$ cat config.mk
export PLATFORM = sky130hd
export DESIGN_NAME = rom_streamer
export DESIGN_NICKNAME = d
export VERILOG_FILES = /design/src/rtl/rom_stream_pkg.sv /design/src/rtl/sync_fifo.sv /design/src/rtl/rom_streamer.sv
export SDC_FILE = /design/constraint.sdc
export NUM_CORES = 1
export LEC_CHECK = 0
export BUFFER_PORTS_ARGS = -buffer_cell sky130_fd_sc_hd__buf_2
export CAP_MARGIN = 5
export CORE_MARGIN = 1
export CORE_UTILIZATION = 41
export DETAILED_ROUTE_END_ITERATION = 8
export PLACE_DENSITY = 0.6
export SLEW_MARGIN = 20
export SYNTH_ARGS = -nofsm -noshare
export SYNTH_HDL_FRONTEND = slang
export SYNTH_SLANG_ARGS = --single-unit
export TNS_END_PERCENT = 1
$ cat constraint.sdc
create_clock -name clk -period 3.7 [get_ports clk]
set_input_delay 0.37 -clock clk [delete_from_list [all_inputs] [get_ports clk]]
set_output_delay 0.37 -clock clk [all_outputs]
set_load 0.01 [all_outputs]
$ cat src/rtl/rom_stream_pkg.sv
// Shared types and helpers for the ROM streamer.
//   rs_state_t  : streamer FSM state encoding
//   fifo_ptr_w  : pointer width for a power-of-two FIFO depth
package rom_stream_pkg;

    typedef enum logic [1:0] {
        RS_IDLE  = 2'd0,
        RS_RUN   = 2'd1,
        RS_DRAIN = 2'd2
    } rs_state_t;

    localparam int RS_FIFO_DEPTH_DEF = 4;
    localparam int RS_FIFO_PTR_W_DEF = $clog2(RS_FIFO_DEPTH_DEF);

    function automatic int fifo_ptr_w(input int depth);
        return $clog2(depth);
    endfunction

endpackage

$ cat src/rtl/sync_fifo.sv
// Synchronous FIFO, power-of-two depth, synchronous active-high reset.
//   clk, rst          : clock and reset
//   push, wr_data     : write request and data
//   pop, rd_data      : read request and head-of-queue data (first-word fall-through)
//   full, empty, count: occupancy status
// A push on a full FIFO is accepted only when a pop happens in the same cycle.
module sync_fifo
    import rom_stream_pkg::*;
#(
    parameter int WIDTH = 9,
    parameter int DEPTH = 4,
    localparam int PTR_W = fifo_ptr_w(DEPTH)
) (
    input  logic             clk,
    input  logic             rst,
    input  logic             push,
    input  logic [WIDTH-1:0] wr_data,
    input  logic             pop,
    output logic [WIDTH-1:0] rd_data,
    output logic             full,
    output logic             empty,
    output logic [PTR_W:0]   count
);

    logic [WIDTH-1:0] mem [DEPTH];
    logic [PTR_W-1:0] wr_ptr;
    logic [PTR_W-1:0] rd_ptr;
    logic             do_push;
    logic             do_pop;

    assign empty   = (count == '0);
    assign full    = (count == (PTR_W+1)'(DEPTH));
    assign do_pop  = pop & ~empty;
    assign do_push = push & (~full | do_pop);
    assign rd_data = mem[rd_ptr];

    always_ff @(posedge clk) begin
        if (rst) begin
            wr_ptr <= '0;
            rd_ptr <= '0;
            count  <= '0;
        end else begin
            if (do_push) wr_ptr <= wr_ptr + PTR_W'(1);
            if (do_pop)  rd_ptr <= rd_ptr + PTR_W'(1);
            case ({do_push, do_pop})
                2'b10:   count <= count + (PTR_W+1)'(1);
                2'b01:   count <= count - (PTR_W+1)'(1);
                default: count <= count;
            endcase
        end
    end

    // Storage needs no reset: the read side is qualified by empty.
    always_ff @(posedge clk) begin
        if (do_push) mem[wr_ptr] <= wr_data;
    end

endmodule

$ cat src/rtl/rom_streamer.sv
// Sequential ROM read engine feeding a valid/ready stream.
//   clk, rst              : clock, synchronous active-high reset
//   start, base_addr,
//   length                : transfer launch (sampled in IDLE only)
//   busy, done            : transfer in progress / one-cycle completion pulse
//   rom_ena, rom_addr,
//   rom_dout              : synchronous ROM port (data one cycle after ena)
//   m_valid, m_ready,
//   m_data, m_last        : output stream with backpressure
//
// state    | meaning
// ---------+-------------------------------------------------------------
// RS_IDLE  | waiting for start; no ROM reads
// RS_RUN   | issuing ROM reads whenever the output buffer has credit
// RS_DRAIN | all reads issued; emptying buffer until the m_last handshake
module rom_streamer
    import rom_stream_pkg::*;
#(
    parameter int ADDR_W     = 14,
    parameter int DATA_W     = 8,
    parameter int FIFO_DEPTH = 4
) (
    input  logic              clk,
    input  logic              rst,
    input  logic              start,
    input  logic [ADDR_W-1:0] base_addr,
    input  logic [ADDR_W:0]   length,
    output logic              busy,
    output logic              done,
    output logic              rom_ena,
    output logic [ADDR_W-1:0] rom_addr,
    input  logic [DATA_W-1:0] rom_dout,
    output logic              m_valid,
    input  logic              m_ready,
    output logic [DATA_W-1:0] m_data,
    output logic              m_last
);

    localparam int PTR_W = fifo_ptr_w(FIFO_DEPTH);
    localparam logic [PTR_W+1:0] DEPTH_L = (PTR_W+2)'(FIFO_DEPTH);
    localparam logic [ADDR_W:0]  CNT_ONE = (ADDR_W+1)'(1);

    rs_state_t          state;
    rs_state_t          state_nx;
    logic [ADDR_W:0]    len_q;
    logic [ADDR_W:0]    issued;
    logic               inflight;
    logic               inflight_last;
    logic               issue_last;
    logic               pop;
    logic               last_pop;
    logic               launch;
    logic               zero_start;
    logic [PTR_W+1:0]   occupancy;

    logic               fifo_empty;
    logic               fifo_full_unused;
    logic [PTR_W:0]     fifo_count;
    logic [DATA_W:0]    fifo_rd;

    assign m_valid  = ~fifo_empty;
    assign pop      = m_valid & m_ready;
    assign last_pop = pop & fifo_rd[DATA_W];
    assign m_data   = fifo_empty ? '0 : fifo_rd[DATA_W-1:0];
    assign m_last   = ~fifo_empty & fifo_rd[DATA_W];
    assign busy     = (state != RS_IDLE);

    assign launch     = (state == RS_IDLE) & start & (length != '0);
    assign zero_start = (state == RS_IDLE) & start & (length == '0);
    assign issue_last = (issued == len_q - CNT_ONE);

    // Words buffered plus the one still inside the ROM, less the word leaving
    // this cycle. Keeping this below depth means every capture has a slot.
    assign occupancy = (PTR_W+2)'(fifo_count) + (PTR_W+2)'(inflight) - (PTR_W+2)'(pop);

    always_ff @(posedge clk) begin
        if (rst) state <= RS_IDLE;
        else     state <= state_nx;
    end

    always_comb begin
        state_nx = state;
        rom_ena  = 1'b0;
        case (state)
            RS_IDLE: begin
                if (launch) state_nx = RS_RUN;
            end
            RS_RUN: begin
                if (occupancy < DEPTH_L) begin
                    rom_ena = 1'b1;
                    if (issue_last) state_nx = RS_DRAIN;
                end
            end
            RS_DRAIN: begin
                if (last_pop) state_nx = RS_IDLE;
            end
            default: state_nx = RS_IDLE;
        endcase
    end

    always_ff @(posedge clk) begin
        if (rst) begin
            rom_addr      <= '0;
            len_q         <= '0;
            issued        <= '0;
            inflight      <= 1'b0;
            inflight_last <= 1'b0;
            done          <= 1'b0;
        end else begin
            inflight      <= rom_ena;
            inflight_last <= rom_ena & issue_last;
            done          <= zero_start | ((state == RS_DRAIN) & last_pop);
            if (launch) begin
                rom_addr <= base_addr;
                len_q    <= length;
                issued   <= '0;
            end else if (rom_ena) begin
                // Address wraps naturally at the ROM size.
                rom_addr <= rom_addr + ADDR_W'(1);
                issued   <= issued + CNT_ONE;
            end
        end
    end

    sync_fifo #(
        .WIDTH (DATA_W + 1),
        .DEPTH (FIFO_DEPTH)
    ) u_fifo (
        .clk     (clk),
        .rst     (rst),
        .push    (inflight),
        .wr_data ({inflight_last, rom_dout}),
        .pop     (pop),
        .rd_data (fifo_rd),
        .full    (fifo_full_unused),
        .empty   (fifo_empty),
        .count   (fifo_count)
    );

endmodule

==> results.sh, run 1 <==
export IMPL_status="finished, final reports clean"
export IMPL_synth_cell_types=61
export IMPL_firstDrtPassIters=4
export IMPL_async_flop_share=0
export IMPL_total_power_mw=2.54
export IMPL_postCtsHoldBufs=0
export IMPL_synthCells=443
export IMPL_route_detailed_drc=0
export IMPL_finalClockSkew_ns=0.00785
export IMPL_synth_compound_area_frac=0.0964
export IMPL_cp_required_ns=3.33
export IMPL_whs_ns=0.214
export IMPL_stdcell_area_um2=5220
export IMPL_pwr_share_clk=0.249
export IMPL_die_area_um2=11600
export IMPL_hold_viol_final=0
export IMPL_seq_area_frac_synth=0.491
export IMPL_cts_sinks=94
export IMPL_setup_viol=0
export IMPL_hpwl_mm=7.00
export IMPL_ctsResizeCount=0
export IMPL_ff_latch_area_um2=2240
export IMPL_switchingPower_mw=0.826
export IMPL_max_freq_mhz=296
export IMPL_drtAntennaViolNets=0
export IMPL_die_h_um=108
export IMPL_syn2layout_area_growth_pct=14.1
export IMPL_critical_path_class="flop to primary output"
export IMPL_pwr_share_seq=0.483
export IMPL_post_route_min_period_ns=3.37
export IMPL_postCtsSetupBuffers=0
export IMPL_grt_pass1_vias=3257
export IMPL_coreArea_um2=10800
export IMPL_yosys_area_share_simple=0.215
export IMPL_cap_viol_max_count=0
export IMPL_detail_route_wl_per_cell_um=14.9
export IMPL_slew_headroom=0.469
export IMPL_holdCritPathClass="input port to flop"
export IMPL_place_congestion=0.782
export IMPL_n_antenna_cell=0
export IMPL_num_rows=38
export IMPL_cp_start_kind="flop"
export IMPL_antenna_found_initial=0
export IMPL_track_usage=0.178
export IMPL_numCtsBuffers=9
export IMPL_ctsLongestPathBuffers=2
export IMPL_end_kind="primary output"
export IMPL_dpl_cell_area_um2=5030
export IMPL_clk_pin_slew_worst_paths_ns=0.09
export IMPL_ios=68
export IMPL_comb_power_share=0.268
export IMPL_drv_slew=0
export IMPL_synth_edff_count=36
export IMPL_powerDensity_nw_per_um2=487
export IMPL_avgSynthCellArea_um2=10.3
export IMPL_critPathArrivalTime_ns=3.00
export IMPL_root_buffer="clkbuf_8"
export IMPL_muxShareOfSynthArea=0.0564
export IMPL_synthAdderAreaFrac=0.0318
export IMPL_syn_nets=495
export IMPL_first_iter_violations=201
export IMPL_num_nets_final=557
export IMPL_synth_ff_latch_count=94
export IMPL_cts_tree="built"
export IMPL_crit_fanout=13
export IMPL_finalSetupTns_ns=0
export IMPL_p_leak_nw=2.02
export IMPL_synth_ff_type="dfxtp_1"
export IMPL_grt_max_degree=43
export IMPL_grt_pass1_wl_mm=15.9
export IMPL_grt_ovfl_total=0
export IMPL_multiInputGateArea_um2=2190
export IMPL_nFillCells=1016
export IMPL_fin_crit_sh=0.912
export IMPL_netlist_area_um2=4570
export IMPL_worst_pin_slew_ns=0.794
export IMPL_drt_wl_total_mm=9.69
export IMPL_ir_drop_v=0.000282
export IMPL_p_sw_frac=0.325
export IMPL_drive_above_1_share=0.218
export IMPL_start_util=0.422
export IMPL_synthXorXnorAreaFrac=0.0786
export IMPL_internal_power_mw=1.72
export IMPL_synth_top_family_by_area="simple AND/OR/NAND/NOR gates"
export IMPL_yosys_warnings=0
export IMPL_vias=3436
export IMPL_io_buffers=67
export IMPL_avgViaCountPerCell=5.29
export IMPL_clock_latency_ns=0.36
export IMPL_die_width_um=108
export IMPL_htree_num_levels=3
export IMPL_rsz0062_at_grt="no"
==> power groups by stage <==
stage | combinational, mW | sequential (mW) | clock [mW]
3_3_place_gp | 0.674 | 1.25 | 0
3_5_place_dp | 0.684 | 1.26 | 0
6_report | 0.682 | 1.23 | 0.632
2_1_floorplan | 0.500 | 1.22 | 0
4_1_cts | 0.688 | 1.23 | 0.658
5_1_grt | 0.775 | 1.24 | 0.693
==> path summary, 6_finish.rpt <==
kind                            slack [ns]                to             from  cells past startpoint
worst max-delay path                  0.33           rom_ena  u_fifo.count[2]                     12
worst min-delay path                  0.21  u_fifo.mem[0][5]      rom_dout[5]                      1
worst max register to register        0.45      rom_addr[13]  u_fifo.count[2]                     14
worst min register to register        0.48         len_q[14]        len_q[14]                      2
==> layer usage <==
metal	vias up	routed length, µm	track usage
met5	-	0	0
met4	0	122	0.0558
met3	9	392	0.0375
met2	78	4560	0.303
met1	1619	4610	0.225
li1	1730	-	-
==> cells in the mapped netlist, types with 3 or more instances <==
master	n	area, µm²
a211oi_1	11	82.6
a21o_1	3	22.5
a21oi_1	23	115
a311o_1	3	30.0
and2_1	15	93.8
and3_1	10	62.6
and4_1	3	26.3
clkbuf_1	17	63.8
dfxtp_1	58	1160
edfxtp_1	36	1080
ha_1	10	125
inv_1	16	60.1
mux2i_1	4	40.0
mux4_2	9	203
nand2_1	41	154
nand2b_1	5	31.3
nand3_1	7	35.0
nand3b_1	4	30.0
nand4_1	18	113
nor2_1	41	154
nor3_1	12	60.1
nor4_1	7	43.8
o21ai_0	3	15.0
xnor2_1	18	158
xor2_1	23	201
==> placed cells by master (no fill, tap or decap), types with 12 or more instances in the layout <==
| cell | instances |
|---|---|
| buf_2 | 67 |
| dfxtp_1 | 58 |
| nand2_1 | 41 |
| nor2_1 | 41 |
| edfxtp_1 | 36 |
| a21oi_1 | 23 |
| xor2_1 | 23 |
| nand4_1 | 18 |
| xnor2_1 | 18 |
| inv_1 | 16 |
| and2_1 | 15 |
| nor3_1 | 12 |
==> critical path: stages (launching register included) <==
cell	delay (ns)
dfxtp_1	0.44
nor3_1	0.09
inv_1	0.26
nand2_1	0.14
inv_1	0.13
ha_1	0.16
inv_1	0.04
ha_1	0.26
nand3b_1	0.12
a211o_1	0.37
a31oi_2	0.22
buf_4	0.24
buf_2	0.17
==> registers in the layout, indices dropped and copies added, names as in the netlist, named ones only <==
name	count
u_fifo.wr_ptr	2
done	1
u_fifo.rd_ptr	2
inflight_last	1
len_q	15
u_fifo.mem	36
inflight	1
state	2
rom_addr	14
issued	15
u_fifo.count	3
==> kinds of logic after synthesis <==
group / Yosys count
XOR/XNOR: 41
AO/OA/AOI/OAI: 64
multiplexers: 14
buffers and inverters: 36
adder cells (fa/ha/maj): 11
AND/OR/NAND/NOR: 183
flip-flops: 94
==> through the flow <==
step                       util  instances  worst slack (ns)
after floorplan               -        443              1.03
after global placement    0.464        634             0.650
after detailed placement  0.464        634             0.473
after CTS                 0.481        650             0.318
after global routing      0.481        650            0.0543
final                     0.481        650             0.325
==> final cells by class <==
class	instances	area share
inverter	16	0.0115
sequential	94	0.430
clock inverter	6	0.0106
clock buffer	10	0.0245
tap	140	0.0336
timing repair buffer	71	0.0701
multi-input combinational	313	0.420
(Power assumes the default switching activity.)
==> run 2: changes to the inputs <==
--- a/config.mk
+++ b/config.mk
@@ -11,6 +11,7 @@
 export CORE_UTILIZATION = 41
 export DETAILED_ROUTE_END_ITERATION = 8
 export PLACE_DENSITY = 0.6
+export RECOVER_POWER = 100
 export SLEW_MARGIN = 20
 export SYNTH_ARGS = -nofsm -noshare
 export SYNTH_HDL_FRONTEND = slang
==> results.sh, run 2 (same netlist as run 1, synthesis figures left out) <==
export IMPL_status="finished, final reports clean"
export IMPL_ctsResizeCount=0
export IMPL_n_antenna_cell=0
export IMPL_holdCritPathClass="input port to flop"
export IMPL_start_util=0.422
export IMPL_setup_viol=0
export IMPL_critPathArrivalTime_ns=3.01
export IMPL_p_leak_nw=1.91
export IMPL_crit_chain="nor3_1, inv_1, nand2_1, inv_1, ha_1, inv_1, ha_1, nand3b_1, a211o_1, a31oi_2, buf_4, clkbuf_2"
export IMPL_postCtsSetupBuffers=0
export IMPL_drive_above_1_share=0.157
export IMPL_cp_required_ns=3.33
export IMPL_cap_viol_max_count=0
export IMPL_cts_sinks=94
export IMPL_stdcell_area_um2=5170
export IMPL_max_freq_mhz=296
export IMPL_internal_power_mw=1.70
export IMPL_fin_crit_sh=0.914
export IMPL_place_congestion=0.782
export IMPL_layout_common_cells="58 x dfxtp_1, 41 x nand2_1, 41 x nor2_1, 36 x buf_2, 36 x edfxtp_1"
export IMPL_ctsLongestPathBuffers=2
export IMPL_critPathBufInv=5
export IMPL_cp_num_cells=12
export IMPL_finalSetupTns_ns=0
export IMPL_largest_reg_flops=36
export IMPL_rsz0062_at_grt="no"
export IMPL_cp_start_kind="flop"
export IMPL_crit_fanout=13
export IMPL_min_path_cells=1
export IMPL_clk_pin_slew_worst_paths_ns=0.10
export IMPL_utilization=0.477
export IMPL_num_nets_final=557
export IMPL_slew_headroom=0.341
export IMPL_grt_ovfl_total=0
export IMPL_ir_drop_v=0.000282
export IMPL_ios=68
export IMPL_die_width_um=108
export IMPL_crit_family="buffers and inverters"
export IMPL_end_kind="primary output"
export IMPL_nFillCells=1028
export IMPL_comb_power_share=0.264
export IMPL_pwr_share_clk=0.249
export IMPL_syn2layout_area_growth_pct=13.2
export IMPL_hpwl_mm=7.00
export IMPL_reg_top3="u_fifo.mem x36, issued x15, len_q x15"
export IMPL_drt_wl_total_mm=9.66
export IMPL_slowest_stage="dfxtp_1"
export IMPL_r2r_cells=14
export IMPL_top_register="u_fifo.mem"
export IMPL_grt_max_degree=43
export IMPL_powerDensity_nw_per_um2=488
export IMPL_multiInputGateArea_um2=2190
export IMPL_detail_route_wl_per_cell_um=14.9
export IMPL_avgViaCountPerCell=5.27
export IMPL_postCtsHoldBufs=0
export IMPL_layout_commonest_cell="dfxtp_1"
export IMPL_critPathMaxStageDelay_ns=0.44
export IMPL_finalWorstSetupSlack_ns=0.317
export IMPL_track_usage=0.178
export IMPL_htree_num_levels=3
export IMPL_pwr_share_seq=0.487
export IMPL_dp_slack_ns=0.473
export IMPL_firstDrtPassIters=4
export IMPL_ff_latch_area_um2=2240
export IMPL_cts_tree="built"
export IMPL_clock_latency_ns=0.36
export IMPL_post_route_min_period_ns=3.38
export IMPL_route_detailed_drc=0
export IMPL_hold_viol_final=0
export IMPL_die_h_um=108
export IMPL_io_buffers=67
export IMPL_worst_pin_slew_ns=0.988
export IMPL_drv_slew=0
export IMPL_critical_path_class="flop to primary output"
export IMPL_num_rows=38
export IMPL_numCtsBuffers=9
export IMPL_cpMostUsedCell="inv_1"
export IMPL_finalClockSkew_ns=0.00953
export IMPL_vias=3425
export IMPL_dpl_cell_area_um2=5030
export IMPL_antenna_found_initial=0
export IMPL_root_buffer="clkbuf_8"
export IMPL_drtAntennaViolNets=0
export IMPL_grt_pass1_vias=3257
export IMPL_switchingPower_mw=0.827
export IMPL_die_area_um2=11600
export IMPL_coreArea_um2=10800
export IMPL_p_sw_frac=0.327
export IMPL_first_iter_violations=149
export IMPL_grt_pass1_wl_mm=15.9
[run 2: changes by cell type in the layout (fill, tap and decap cells not counted)]
cell	delta
buf_2	-31
and2_1	-9
buf_4	-1
clkbuf_2	+1
clkbuf_1	+31
and2_0	+9
[run 2: stage by stage]
stage	hold slack (ns)	instances	power (mW)
floorplan	0.438	443	1.72
global placement	0.458	634	1.92
detailed placement	0.469	634	1.94
CTS	0.200	650	2.58
global route	0.247	650	2.70
finish	0.256	650	2.53
[run 2: cell type report]
| type | instances | share of cell area |
|---|---|---|
| tap | 140 | 0.0339 |
| timing repair buffer | 71 | 0.0626 |
| clock inverter | 6 | 0.0106 |
| clock buffer | 10 | 0.0247 |
| inverter | 16 | 0.0116 |
| sequential | 94 | 0.433 |
| multi-input combinational | 313 | 0.423 |
[run 2: worst reg2reg max path, stage by stage, from the launching register on]
cell and delay [ns]:
dfxtp_1 0.44, nor3_1 0.09, inv_1 0.27, nand2_1 0.15
inv_1 0.13, ha_1 0.16, inv_1 0.04, ha_1 0.26
nand3b_1 0.12, a211o_1 0.36, a31oi_2 0.22, buf_4 0.20
and3_1 0.32, nand4_1 0.14, a311oi_1 0.29
[run 2: power groups by stage]
stage	registers, mW	logic [mW]	clock network (mW)
6_report	1.23	0.667	0.630
5_1_grt	1.24	0.759	0.693
4_1_cts	1.23	0.688	0.658
3_5_place_dp	1.26	0.684	0
3_3_place_gp	1.25	0.674	0
2_1_floorplan	1.22	0.500	0
[run 2: routing by layer]
layer / part of all wire / track usage
met1: 0.48 / 0.225
met3: 0.039 / 0.0375
met5: 0 / 0
met2: 0.47 / 0.303
met4: 0.013 / 0.0558
[run 2: worst paths after layout]
path         slack (ns)       startpoint               end
max                0.32  u_fifo.count[2]           rom_ena
min                0.26      rom_dout[5]  u_fifo.mem[0][5]
max reg2reg        0.43  u_fifo.count[2]      rom_addr[13]
min reg2reg        0.48        len_q[14]         len_q[14]
